===== src/rtl/usart_pkg.sv =====
// Shared types and line levels for the USART transmit arbiter.
package usart_pkg;

  typedef enum logic [1:0] {
    IDLE,
    START,
    DATA,
    STOP
  } tx_state_e;

  localparam int unsigned DATA_BITS = 8;

  localparam logic IDLE_LEVEL  = 1'b1;
  localparam logic START_LEVEL = 1'b0;
  localparam logic STOP_LEVEL  = 1'b1;

endpackage


===== src/rtl/usart_baud_tick.sv =====
// Bit-period counter: counts 0..CLK_PER_BIT-1 and flags the last cycle of each bit.
module usart_baud_tick #(
  parameter int unsigned CLK_PER_BIT = 434
) (
  input  logic clk,
  input  logic clr,
  input  logic restart,
  output logic bit_end
);

  localparam int unsigned CNT_W = $clog2(CLK_PER_BIT);
  localparam logic [CNT_W-1:0] LAST = CNT_W'(CLK_PER_BIT - 1);

  logic [CNT_W-1:0] cnt;

  always_ff @(posedge clk) begin
    if (clr || restart || bit_end) begin
      cnt <= '0;
    end else begin
      cnt <= cnt + CNT_W'(1);
    end
  end

  assign bit_end = (cnt == LAST);

endmodule


===== src/rtl/usart_tx_arbiter.sv =====
// Round-robin arbiter between two byte producers feeding one 8N1 transmitter.
module usart_tx_arbiter
  import usart_pkg::*;
#(
  parameter int unsigned CLK_PER_BIT = 434
) (
  input  logic       CLK,
  input  logic       CLR,
  input  logic       REQ0,
  input  logic [7:0] DATA0,
  output logic       ACK0,
  input  logic       REQ1,
  input  logic [7:0] DATA1,
  output logic       ACK1,
  output logic       TX_OUT,
  output logic       BUSY,
  output logic       GNT
);

  localparam int unsigned IDX_W = $clog2(DATA_BITS);
  localparam logic [IDX_W-1:0] LAST_IDX = IDX_W'(DATA_BITS - 1);

  tx_state_e            state_q, state_d;
  logic [DATA_BITS-1:0] shreg_q, shreg_d;
  logic [IDX_W-1:0]     idx_q, idx_d;
  logic                 gnt_q, gnt_d;
  logic                 last_q, last_d;
  logic                 ack0_q, ack0_d;
  logic                 ack1_q, ack1_d;
  logic                 tx_q, tx_d;
  logic                 busy_q, busy_d;
  logic                 win;
  logic                 bit_end;
  logic                 restart;

  // Counter is held at zero in IDLE so the first bit of a frame gets a full period.
  assign restart = (state_q == IDLE) || (state_d != state_q);

  usart_baud_tick #(
    .CLK_PER_BIT(CLK_PER_BIT)
  ) u_baud (
    .clk    (CLK),
    .clr    (CLR),
    .restart(restart),
    .bit_end(bit_end)
  );

  always_comb begin
    state_d = state_q;
    shreg_d = shreg_q;
    idx_d   = idx_q;
    gnt_d   = gnt_q;
    last_d  = last_q;
    ack0_d  = 1'b0;
    ack1_d  = 1'b0;
    win     = 1'b0;
    case (state_q)
      IDLE: begin
        if (REQ0 || REQ1) begin
          win     = (REQ0 && REQ1) ? ~last_q : REQ1;
          gnt_d   = win;
          last_d  = win;
          shreg_d = win ? DATA1 : DATA0;
          ack0_d  = ~win;
          ack1_d  = win;
          state_d = START;
        end
      end
      START: begin
        if (bit_end) begin
          idx_d   = '0;
          state_d = DATA;
        end
      end
      DATA: begin
        if (bit_end) begin
          shreg_d = shreg_q >> 1;
          if (idx_q == LAST_IDX) begin
            state_d = STOP;
          end else begin
            idx_d = idx_q + IDX_W'(1);
          end
        end
      end
      STOP: begin
        if (bit_end) begin
          state_d = IDLE;
        end
      end
      default: state_d = IDLE;
    endcase

    // Line level is derived from the next state so TX_OUT stays a plain register.
    case (state_d)
      START:   tx_d = START_LEVEL;
      DATA:    tx_d = shreg_d[0];
      STOP:    tx_d = STOP_LEVEL;
      default: tx_d = IDLE_LEVEL;
    endcase
    busy_d = (state_d != IDLE);
  end

  always_ff @(posedge CLK) begin
    if (CLR) begin
      state_q <= IDLE;
      shreg_q <= '0;
      idx_q   <= '0;
      gnt_q   <= 1'b0;
      last_q  <= 1'b1;
      ack0_q  <= 1'b0;
      ack1_q  <= 1'b0;
      tx_q    <= IDLE_LEVEL;
      busy_q  <= 1'b0;
    end else begin
      state_q <= state_d;
      shreg_q <= shreg_d;
      idx_q   <= idx_d;
      gnt_q   <= gnt_d;
      last_q  <= last_d;
      ack0_q  <= ack0_d;
      ack1_q  <= ack1_d;
      tx_q    <= tx_d;
      busy_q  <= busy_d;
    end
  end

  assign ACK0   = ack0_q;
  assign ACK1   = ack1_q;
  assign TX_OUT = tx_q;
  assign BUSY   = busy_q;
  assign GNT    = gnt_q;

endmodule


===== config.mk =====
export PLATFORM = sky130hd
export DESIGN_NAME = usart_tx_arbiter
export DESIGN_NICKNAME = d
export VERILOG_FILES = /design/src/rtl/usart_pkg.sv /design/src/rtl/usart_baud_tick.sv /design/src/rtl/usart_tx_arbiter.sv
export SDC_FILE = /design/constraint.sdc
export NUM_CORES = 1
export LEC_CHECK = 0
export CORE_ASPECT_RATIO = 0.5
export CORE_UTILIZATION = 30
export CTS_BUF_LIST = sky130_fd_sc_hd__clkbuf_4 sky130_fd_sc_hd__clkbuf_8 sky130_fd_sc_hd__clkbuf_16
export CTS_CLUSTER_SIZE = 20
export DETAILED_ROUTE_END_ITERATION = 6
export PLACE_DENSITY_LB_ADDON = 0.12
export REMOVE_ABC_BUFFERS = 1
export SLEW_MARGIN = 10
export SYNTH_ARGS = -nofsm -noshare
export SYNTH_HDL_FRONTEND = slang
export SYNTH_SLANG_ARGS = --single-unit

===== constraint.sdc =====
create_clock -name CLK -period 2.8 [get_ports CLK]
set_input_delay 0.28 -clock CLK [delete_from_list [all_inputs] [get_ports CLK]]
set_output_delay 0.28 -clock CLK [all_outputs]
set_load 0.05 [all_outputs]

Word-level counts from Yosys, hierarchy flattened
Index checks and enable logic that the tools add are counted.
Cells by class
  reduce and logical (&&, ||, !) cells: 13
  mux-type cells: 16
  $add $sub $neg: 2
  equal/unequal tests: 12
  bitwise logic cells: 4
Operators with widths (count)
  $mux W8: 3
  $pmux W8 S2: 1
  $mux W2: 5
  $add A9 B1 Y9 const B: 1
  $eq A9 B9 Y1 const B: 1
  $mux W3: 3
  $pmux W2 S4: 1
  $eq A2 B2 Y1 const B: 3
  $ne A2 B1 Y1 const B: 3
  $pmux W3 S2: 1
  $reduce_bool A2 Y1: 3
  $eq A2 B1 Y1 const B: 2
  $logic_or A1 B1 Y1: 4
  $not A1 Y1: 4
  $reduce_and A4 Y1: 1
  $add A3 B1 Y3 const B: 1
  $eq A3 B3 Y1 const B: 1
  $reduce_and A3 Y1: 1
  $reduce_or A3 Y1: 1
  $logic_not A2 Y1: 1
  $ne A2 B2 Y1: 1
  $ne A2 B2 Y1 const B: 1
  $pmux W1 S2: 1
  $reduce_and A2 Y1: 1
  other kinds (2): 2
Word-level totals
  register bits after elaboration: 28
  input port bits: 20
  output and inout bits: 5
  word-level logic and storage cells: 58

Longest topological paths before layout
Gate-level depths: netlist of run 1.
  depth after elaboration: 8
  mapped depth: 8
  gate-level depth less buffers: 7

By module
A second synthesis of run 1 with hierarchy kept.
Unflattened totals
  cells, all modules: 156
  area, all modules: 1390.1 um^2
Modules (own cells, without submodules)
  usart_tx_arbiter: seq. area each 380.4 um^2, times used 1, area each 975.9 um^2, cells each 110
  usart_baud_tick: seq. area each 180.2 um^2, times used 1, area each 414.1 um^2, cells each 46

Worst setup path after synthesis of run 1
OpenSTA, ideal clock, no wires.
  path kind: register to register
  start point: register u_baud.cnt[0]
  end point: register tx_q, in the netlist TX_OUT
  data required time: 2.679 ns
  arrival time: 1.616 ns
  period minus slack after synthesis: 1.737 ns
  library setup time: 0.121 ns
  stages on the path, launching flop included: 8
  path buffers: 1
  path slack: 1.063 ns
  cell sequence: dfxtp_1 > ha_1 > nand4b_2 > nor4_4 > nor2b_2 > buf_6 > a221oi_2 > o21bai_1
Between the ends
  longest elaborated chain between the ends: 5
  elaborated cells on any way between the ends: 10
  those cells by class: 3 x eq/ne; 7 x mux
Ends and longest elaborated chain
  start, declared: RTL line usart_baud_tick.sv:14  | logic [CNT_W-1:0] cnt;
  start signal, assigned: RTL line usart_baud_tick.sv:20  | cnt <= cnt + CNT_W'(1);
  $eq A9 B9 Y1 (*): RTL line usart_baud_tick.sv:24  | assign bit_end = (cnt == LAST);
  $mux W2 (on tied branches): RTL line usart_tx_arbiter.sv:86, usart_tx_arbiter.sv:70, usart_tx_arbiter.sv:76
  $pmux W2 S4: RTL line usart_tx_arbiter.sv:57  | case (state_q)
  $eq A2 B2 Y1 / $eq A2 B1 Y1 (equally long branches): RTL line usart_tx_arbiter.sv:94  | case (state_d)
  $pmux W1 S2 (*): RTL line usart_tx_arbiter.sv:94
  end signal, assigned: RTL line usart_tx_arbiter.sv:122  | tx_q <= tx_d;
  end, declared: RTL line usart_tx_arbiter.sv:30  | logic tx_q, tx_d;
Every way passes the cells marked *; elsewhere a longest branch is shown, timed or not. The select of a mux whose other input is x is not followed.
A chain may end at the register's enable or synchronous reset.

Worst setup path after layout of run 1
Same ends and word-level chain as after synthesis.

==> metrics.md, run 1 <==
| Metric | Value |
|---|---|
| Post-synthesis compound-gate area fraction | approximately 15% |
| CTS tree | done |
| Synth Flop Type | dfxtp_1 |
| Power Density | 455.5 nW/um2 |
| Starting Density | around 33% |
| Count of final max-slew check failures | 0 |
| Clock power frac | between 20% and 30% |
| Post-DR vias/cell | roughly 4.7 |
| Pin count of the biggest net entering global routing | 21 |
| Hold Buf Count CTS | 0 |
| Area delta synth->final | 24.86% |
| Minimum clock period after layout | ~1900 ps |
| Worst hold slack | between 400 and 500 ps |
| Post-CTS Repair Setup Buffers | 0 |
| Adder-cell share of the synthesized area | around 3.7% |
| I/O pins | 25 |
| Synth area leader | dfxtp_1 |
| Total grt overflow | 0 |
| Fin area | ~1700 um2 |
| Synth area leaders | dfxtp_1 (42%), nor2_1 (9.8%), mux2i_1 (6.7%), a221oi_1 (3.9%), ha_1 (3.7%) |
| Synth warn | 0 |
| Final Non-Filler Cells | 223 |
| Clock Tree Buf Depth | 2 |
| Xor and xnor area share after synthesis | 5.234% |
| Global Route met2 Usage | 17.49% |
| Detailed Place HPWL | 1881 um |
| Seq/Total Area, Yosys | between 40% and 50% |
| Worst setup path class | reg -> reg |
| First-pass GRT wire length | roughly 4200 um |
| Outcome | complete, no violations |
| Seq pwr share | 55.9% |
| Post-synth EDFFs | 0 |
| Initial antenna violation count | 0 |
| Fill cell count | 422 |
| CP arrival | ~2100 ps |
| Skew final | 2.688 ps |
| Post-Syn Area per Cell | 9.107 um2 |
| Full die area | 4750 um2 |
| Asr flop ratio synth | 0% |
| Switching portion of total power | 24.90% |
| Setup slack, reg-to-reg | ~870 ps |
| 1st-pass router iterations | 4 |
| Final hold violation count | 0 |
| Clock transition at path regs | around 90 ps |
| Slew at the pin closest to its max-slew limit | approximately 500 ps |
| GRT Overall Usage | 11.43% |
| CTS root buffer | clkbuf_8 |
| Post-synth top area share | roughly two fifths |
| Commonest non-fill, non-tap cell in the layout | nor2_1 |
| Vias post-DR | approximately 1.1k |
| H-tree Lvls | 1 |
| Inst Count DP | 220 |
| GRT busiest layer | met2 |
| Num CTS Buffers | 3 |
| Number of global-route vias before repair | roughly 950 |
| RSZ-0062 raised after global routing | no |
| Leak Pwr | 0.6271 nW |
| Slew headroom | about 67% |
| Post-Synth Simple-Gate Area | 24.02% |
| Share of layout cells above drive strength 1 | ~7.7% |
| Die H | approximately 49 um |
| # DRC | 0 |
| Setup TNS | 0 ps |
| ANT cells | 0 |
| I/O Buffers | 24 |
| Mux cell area share after synthesis | between 6 and 7% |
| Largest family of logic cells by synthesized area | simple AND/OR/NAND/NOR gates |
| Max-cap viol count | 0 |
| Max Clock Freq | slightly above 500 MHz |
| Peak supply drop | approximately 0.17 mV |
| Hold Path Class | reg -> reg |
| Wire per inst | 11.61 um |
| Combinational Power Share | around 16% |
| Core ar. | 4084 um2 |
| Critical Path Fanout Max | 8 |
| Row count | 16 |
| Cell area after placement | between 1500 and 2000 um2 |
| Die X | approximately 96 um |
| Net Sw Power | 0.1896 mW |
| Initial DRC count | 30 |
| Clock sink count | 28 |
| Nets | just under 200 |
| CP startpoint kind | flip-flop |
| Most frequent cells in the layout | nor2_1 (35), dfxtp_1 (28), clkdlybuf4s50_1 (24) |
| Final setup fails | 0 |
| CTS-repair resized insts | 0 |
| Clock Latency Late Sink | roughly 270 ps |
| Post-Syn Area | 1339 um2 |
| Met3 GRT Util | under 10% |
| Crit share post-route | 68.82% |
| Count of cell types in the netlist | 41 |
| Met1 usage | between 10% and 20% |
| Critical Path RT | 2970 ps |
| Yosys reg bits | 28 |
| Antenna violation net count after detailed routing | 0 |
| DRT Wirelength | ~2600 um |
| Post-synthesis cell count | approximately 150 |
| Internal Power | between 0.5 and 0.6 mW |
| CP endpoint kind | flip-flop |
| Final estimated routing congestion in global placement | between 0.7 and 0.8 |
synthesized netlist by cell type, types with 2 or more instances:
library cell and instances:
mux2i_1 9, xnor2_1 3, xor2_1 5, nand4_1 2
a221oi_1 6, dfxtp_1 28, or3_1 2, clkbuf_1 5
inv_1 3, nor3_1 2, ha_1 4, a211oi_1 2
a21oi_1 2, nor2b_1 3, nand2_1 9, a21o_1 2
nor2_1 35, nand3_1 2
critical path, stage by stage, from the launching register on:
cell      delay (ps)
dfxtp_1          400
ha_1             190
nand4b_2         170
nor4_4           490
nor2b_2          190
a221oi_2         290
o21bai_1          90
sequential cells by signal (all words and copies together) (netlist names):
name,flops
GNT,1
ACK1,1
u_baud.cnt,9
idx_q,3
last_q,1
shreg_q,8
BUSY,1
TX_OUT,1
ACK0,1
state_q,2
power by group through the flow:
stage / registers, mW / clock network [mW] / logic, mW
floorplan: 0.447 / 0 / 0.0505
global placement: 0.435 / 0 / 0.121
detailed placement: 0.434 / 0 / 0.120
CTS: 0.425 / 0.228 / 0.120
global route: 0.428 / 0.243 / 0.130
finish: 0.426 / 0.217 / 0.119
cells by family after synthesis:
family / Yosys count
mux: 9
simple gates: 63
fa+ha+maj: 4
flops: 28
buf+inv: 11
xor+xnor: 8
compound gates: 24
per-stage QoR:
stage	setup slack [ps]	util, %	power, mW
6_report	873.0	40.93	0.7615
5_1_grt	721.3	40.93	0.8001
4_1_cts	858.5	40.93	0.7740
3_5_place_dp	888.7	39.92	0.5543
3_3_place_gp	882.3	39.92	0.5550
2_1_floorplan	1103	-	0.4980
cell type report:
| cell class | instances | area, um2 | area share (%) |
|---|---|---|---|
| clock buffer | 3 | 41.29 | 2.470 |
| inverter | 3 | 11.26 | 0.6737 |
| multi-input combinational | 108 | 728.2 | 43.56 |
| sequential | 28 | 560.5 | 33.53 |
| tap | 54 | 67.56 | 4.042 |
| timing repair buffer | 27 | 262.8 | 15.72 |
metal layers:
| metal | wire length [um] | vias up |
|---|---|---|
| li1 | - | 559 |
| met1 | 1344 | 479 |
| met2 | 1101 | 15 |
| met3 | 136 | 2 |
| met4 | 8 | 0 |
| met5 | 0 | - |
final timing paths:
| check | to | cells past startpoint | start |
|---|---|---|---|
| setup / recovery | TX_OUT$_SDFF_PP1_ | 6 | u_baud.cnt[0]$_SDFF_PP0_ |
| setup reg to reg | TX_OUT$_SDFF_PP1_ | 6 | u_baud.cnt[0]$_SDFF_PP0_ |
| hold reg to reg | idx_q[0]$_SDFFE_PP0P_ | 2 | idx_q[0]$_SDFFE_PP0P_ |
| hold / removal | idx_q[0]$_SDFFE_PP0P_ | 2 | idx_q[0]$_SDFFE_PP0P_ |
Power figures use the tool's default switching activity.
==> run 2: changes to the inputs <==
- clock period: 2.8 -> 1.7 ns (I/O delays scaled with it)
==> run 2 against run 1 <==
Wire length up 6.4%. Die area did not move. Combinational power rose by 87%. Clock power grew 94%. Worst hold slack better by 4.6 ps. Via count is 6.8% higher. Setup slack lost 790 ps. Flip-flop and latch count unchanged. Clock-buffer cell count is 1 higher. Fmax grew 19%. Core utilization increased by 4.3 points. Critical path type unchanged. Critical endpoint unchanged.
==> metrics.md, run 2 (synthesized netlist as in run 1, its figures left out) <==
| Metric | Value |
|---|---|
| Worst hold slack | 487.3 ps (was 482.7 ps) |
| CP startpoint kind | flip-flop (unchanged) |
| # DRC | 0 (unchanged) |
| H-tree Lvls | 1 (unchanged) |
| Crit share post-route | 95.34% (was 68.82%) |
| CTS tree | done (unchanged) |
| Core ar. | 4084 um2 (unchanged) |
| Nets | 212 (was 195) |
| Final Non-Filler Cells | 241 (was 223) |
| Setup TNS | 0 ps (unchanged) |
| Final estimated routing congestion in global placement | 0.7011 (was 0.7033) |
| Leak Pwr | 0.7470 nW (was 0.6271 nW) |
| Inst Count DP | 235 (was 220) |
| Initial DRC count | 23 (was 30) |
| DRT Wirelength | 2756 um (was 2590 um) |
| Hold Buf Count CTS | 0 (unchanged) |
| Clock Latency Late Sink | 280 ps (was 270 ps) |
| Total chip power | 1.343 mW (was 0.7615 mW) |
| Vias post-DR | 1127 (was 1055) |
| Hold Path Class | reg -> reg (unchanged) |
| Clock Tree Buf Depth | 2 (unchanged) |
| Final core occ | 45.19% (was 40.93%) |
| GRT Overall Usage | 12.53% (was 11.43%) |
| Clock sink count | 28 (unchanged) |
| CP arrival | 1790 ps (was 2090 ps) |
| Total grt overflow | 0 (unchanged) |
| Slew headroom | 66.54% (was 66.56%) |
| Max Clock Freq | 617.0 MHz (was 518.9 MHz) |
| Slew at the pin closest to its max-slew limit | 500.4 ps (was 497.9 ps) |
| Fin area | 1846 um2 (was 1672 um2) |
| RSZ-0062 raised after global routing | yes (was no) |
| Initial antenna violation count | 0 (unchanged) |
| Area delta synth->final | 37.85% (was 24.86%) |
| Post-DR vias/cell | 4.676 (was 4.731) |
| Skew final | 3.070 ps (was 2.688 ps) |
| Share of layout cells above drive strength 1 | 18.72% (was 7.692%) |
| Antenna violation net count after detailed routing | 0 (unchanged) |
| Number of global-route vias before repair | 1021 (was 952) |
| Die X | 96.48 um (unchanged) |
| Minimum clock period after layout | 1621 ps (was 1927 ps) |
| Count of final max-slew check failures | 0 (unchanged) |
| Top Registers | u_baud.cnt x9, shreg_q x8, idx_q x3 (unchanged) |
| Cell area after placement | 1743 um2 (was 1630 um2) |
| Power Density | 727.5 nW/um2 (was 455.5 nW/um2) |
| Final setup fails | 0 (unchanged) |
| Outcome | complete, no violations (unchanged) |
| Row count | 16 (unchanged) |
| Final hold violation count | 0 (unchanged) |
| I/O Buffers | 24 (unchanged) |
| Wire per inst | 11.44 um (was 11.61 um) |
| Final worst slack | 79.25 ps (was 873.0 ps) |
| Max-cap viol count | 0 (unchanged) |
| Commonest non-fill, non-tap cell in the layout | nor2_1 (unchanged) |
| First-pass GRT wire length | 4519 um (was 4229 um) |
| I/O pins | 25 (unchanged) |
| Pin count of the biggest net entering global routing | 20 (was 21) |
| Most frequent cells in the layout | nor2_1 (35), dfxtp_1 (26), clkdlybuf4s50_1 (24) (was nor2_1 (35), dfxtp_1 (28), clkdlybuf4s50_1 (24)) |
| Critical Path Fanout Max | 8 (unchanged) |
| Critical Path RT | 1870 ps (was 2970 ps) |
| Max FFs per register | 9 (unchanged) |
| Die H | 49.24 um (unchanged) |
| Setup slack, reg-to-reg | 80 ps (was 870 ps) |
| CTS root buffer | clkbuf_8 (unchanged) |
| Worst setup path class | reg -> reg (unchanged) |
| 1st-pass router iterations | 4 (unchanged) |
| Reg with most FFs | u_baud.cnt (unchanged) |
| Clock transition at path regs | 100 ps (was 90 ps) |
| ANT cells | 0 (unchanged) |
| Pre-CTS setup slack | -60.52 ps (was 888.7 ps) |
| Peak supply drop | 0.2669 mV (was 0.1696 mV) |
| Num CTS Buffers | 3 (unchanged) |
| Detailed Place HPWL | 1970 um (was 1881 um) |
| Starting Density | 32.78% (unchanged) |
| CP endpoint kind | flip-flop (unchanged) |
| Full die area | 4750 um2 (unchanged) |
## run 2: repair_timing
action,4_1_cts,5_1_grt
buffers inserted,0,2
hold endpoints to repair,0,0
gates resized for setup,0,8
endpoints found under the setup margin,0,7
## run 2: cell type report
| cell class | count | area [um2] |
|---|---|---|
| fill | 407 | 2238 |
| multi-input combinational | 108 | 754.5 |
| sequential | 28 | 563.0 |
| timing repair buffer | 44 | 394.1 |
| tap | 54 | 67.56 |
| clock buffer | 4 | 55.05 |
| inverter | 3 | 11.26 |
## run 2: routing by layer
metal | part of all wire (%) | vias up | track usage, %
li1 | - | 597 | -
met4 | 0.76 | 0 | 3.676
met1 | 51 | 512 | 16.56
met2 | 43 | 14 | 18.90
met3 | 5.0 | 4 | 4.673
met5 | 0 | - | 0
## run 2: critical path, stage by stage, from the launching register on
cell      delay (ps)
dfxtp_2          350
inv_2             60
ha_4             130
nand4b_4         130
nor4_4           390
nor2b_4          120
a221oi_2         250
o21bai_1          80
## run 2: final timing paths
path | start | to | cells after the start
max | u_baud.cnt[1]$_SDFF_PP0_ | TX_OUT$_SDFF_PP1_ | 7
max reg2reg | u_baud.cnt[1]$_SDFF_PP0_ | TX_OUT$_SDFF_PP1_ | 7
min reg2reg | idx_q[0]$_SDFFE_PP0P_ | idx_q[0]$_SDFFE_PP0P_ | 2
min | idx_q[0]$_SDFFE_PP0P_ | idx_q[0]$_SDFFE_PP0P_ | 2
## run 2: report_power, final
group	total, mW	switching (mW)	leakage, nW	internal (mW)
Combinational	0.223	0.104	0.489	0.119
Clock	0.421	0.213	0.0288	0.208
Sequential	0.700	0.0162	0.230	0.683
Total	1.34	0.333	0.747	1.01
==> run 3: changes to the inputs <==
- CELL_PAD_IN_SITES_DETAIL_PLACEMENT: unset -> 1
- CELL_PAD_IN_SITES_GLOBAL_PLACEMENT: unset -> 2
- CORE_MARGIN: unset -> 4
- CORE_UTILIZATION: 30 -> 28
- CTS_BUF_LIST: sky130_fd_sc_hd__clkbuf_4 sky130_fd_sc_hd__clkbuf_8 sky130_fd_sc_hd__clkbuf_16 -> sky130_fd_sc_hd__clkbuf_8 sky130_fd_sc_hd__clkbuf_16
==> run 3 against run 2 <==
Largest cell class unchanged. Wire length increased by 20%. First-iteration DRC count increased by 74%. Die area increased by 27%. Non-clock buffer count unchanged. Sequential power about the same. Power about the same. Flip-flop and latch count unchanged. Global-route usage decreased by 0.74 points. Worst hold slack improved by 2.9 ps. Final area increased by 0.95%. Register-to-register slack about the same.
==> metrics.md, run 3 (synthesized netlist as in run 1, its figures left out) <==
| Metric | Value |
|---|---|
| Global Route met2 Usage | 20.56% (was 18.90%) |
| GRT Overall Usage | 11.79% (was 12.53%) |
| CP endpoint kind | flip-flop (unchanged) |
| CTS root buffer | clkbuf_8 (unchanged) |
| CTS tree | done (unchanged) |
| I/O pins | 25 (unchanged) |
| # DRC | 0 (unchanged) |
| Num CTS Buffers | 3 (unchanged) |
| Final setup fails | 0 (unchanged) |
| Skew final | 4.343 ps (was 3.070 ps) |
| RSZ-0062 raised after global routing | yes (unchanged) |
| First-pass GRT wire length | 5768 um (was 4519 um) |
| Crit path cell chain | inv_2, ha_4, nand4b_4, nor4_4, nor2b_4, a221oi_2, o21bai_1 (unchanged) |
| Clock sink count | 28 (unchanged) |
| CP peak stage delay | 400 ps (was 390 ps) |
| Hold Buf Count CTS | 0 (unchanged) |
| CP startpoint kind | flip-flop (unchanged) |
| CTS-repair resized insts | 0 (unchanged) |
| Slew at the pin closest to its max-slew limit | 507.3 ps (was 500.4 ps) |
| Clock transition at path regs | 100 ps (about the same) |
| Post-CTS Repair Setup Buffers | 0 (unchanged) |
| Post-DR vias/cell | 4.549 (was 4.676) |
| Final core occ | 41.32% (was 45.19%) |
| H-tree Lvls | 1 (unchanged) |
| Power Density | 720.1 nW/um2 (was 727.5 nW/um2) |
| Leak Pwr | 0.7506 nW (was 0.7470 nW) |
| Initial antenna violation count | 0 (unchanged) |
| Total grt overflow | 0 (unchanged) |
| Core ar. | 4509 um2 (was 4084 um2) |
| Critical Path RT | 1870 ps (about the same) |
| DRT Wirelength | 3319 um (was 2756 um) |
| Max Clock Freq | 620.7 MHz (was 617.0 MHz) |
| Commonest non-fill, non-tap cell in the layout | nor2_1 (unchanged) |
| Die H | 56.90 um (was 49.24 um) |
| Count of final max-slew check failures | 0 (unchanged) |
| Outcome | complete, no violations (unchanged) |
| Slew headroom | 66.07% (was 66.54%) |
| Peak supply drop | 0.2322 mV (was 0.2669 mV) |
| Final estimated routing congestion in global placement | 0.7712 (was 0.7011) |
| Starting Density | 29.69% (was 32.78%) |
| GRT busiest layer | met2 (unchanged) |
| Critical Path Fanout Max | 8 (unchanged) |
| Die X | 105.8 um (was 96.48 um) |
| Reg with most FFs | u_baud.cnt (unchanged) |
| Wire per inst | 13.12 um (was 11.44 um) |
| ANT cells | 0 (unchanged) |
| Slowest CP cell | nor4_4 (unchanged) |
| Pin count of the biggest net entering global routing | 20 (unchanged) |
| Clock Tree Buf Depth | 2 (unchanged) |
| 1st-pass router iterations | 3 (was 4) |
| Detailed Place HPWL | 2467 um (was 1970 um) |
| Nets | 212 (unchanged) |
| Antenna violation net count after detailed routing | 0 (unchanged) |
| Worst setup path class | reg -> reg (unchanged) |
| Met1 usage | 14.32% (was 16.56%) |
| Total chip power | 1.342 mW (was 1.343 mW) |
| Max-cap viol count | 0 (unchanged) |
| Crit share post-route | 94.77% (was 95.34%) |
| Hold Path Class | reg -> reg (unchanged) |
| Row count | 17 (was 16) |
| Number of global-route vias before repair | 1247 (was 1021) |
| Top Registers | u_baud.cnt x9, shreg_q x8, idx_q x3 (unchanged) |
| Vias post-DR | 1151 (was 1127) |
| Share of layout cells above drive strength 1 | 19.25% (was 18.72%) |
| Most frequent cells in the layout | nor2_1 (35), dfxtp_1 (26), clkdlybuf4s50_1 (24) (unchanged) |
| Full die area | 6019 um2 (was 4750 um2) |
| Initial DRC count | 40 (was 23) |
| Minimum clock period after layout | 1611 ps (was 1621 ps) |
| Final hold violation count | 0 (unchanged) |
| Clock Latency Late Sink | 270 ps (was 280 ps) |
| Met3 GRT Util | 4.248% (was 4.673%) |
| CP arrival | 1780 ps (was 1790 ps) |
| I/O Buffers | 24 (unchanged) |
| Area delta synth->final | 39.16% (was 37.85%) |
| Setup TNS | 0 ps (unchanged) |
| Max FFs per register | 9 (unchanged) |
[run 3: final timing paths]
path | slack (ps) | cells past startpoint | to | from
worst max-delay path | 90 | 7 | TX_OUT$_SDFF_PP1_ | u_baud.cnt[1]$_SDFF_PP0_
worst min-delay path | 490 | 2 | idx_q[0]$_SDFFE_PP0P_ | idx_q[0]$_SDFFE_PP0P_
worst max register to register | 90 | 7 | TX_OUT$_SDFF_PP1_ | u_baud.cnt[1]$_SDFF_PP0_
worst min register to register | 490 | 2 | idx_q[0]$_SDFFE_PP0P_ | idx_q[0]$_SDFFE_PP0P_
[run 3: cell type report]
type | count | area, um2
multi-input combinational | 108 | 760.7
fill | 528 | 2646
sequential | 28 | 563.0
tap | 66 | 82.58
timing repair buffer | 44 | 390.4
inverter | 3 | 11.26
clock buffer | 4 | 55.05
[run 3: worst max-delay path, delay by kind of cell, from the launching register on]
family | cells | cell delay, ps
compound gates | 2 | 340
fa+ha+maj | 1 | 130
buf+inv | 1 | 60
flops | 1 | 330
simple gates | 3 | 640
[run 3: routing by layer]
metal | share of wire [%] | vias to the layer above
li1 | - | 592
met1 | 47 | 538
met2 | 47 | 19
met3 | 5.3 | 2
met4 | 0.30 | 0
met5 | 0 | -
[run 3: where the power goes]
| part | internal, mW | total, mW | switching (mW) |
|---|---|---|---|
| Clock | 0.208 | 0.417 | 0.210 |
| Sequential | 0.683 | 0.701 | 0.0173 |
| Combinational | 0.116 | 0.224 | 0.108 |
| Total | 1.01 | 1.34 | 0.335 |
[run 3: metrics by stage]
stage	setup slack (ps)	hold WS [ps]	std cells	cell area, um2
after floorplan	2.833	239.1	139	1300
after global placement	-29.70	460.7	249	1773
after detailed placement	-134.9	479.7	249	1773
after CTS	22.33	497.4	253	1828
after global routing	-50.78	523.0	253	1863
final	88.98	490.2	253	1863
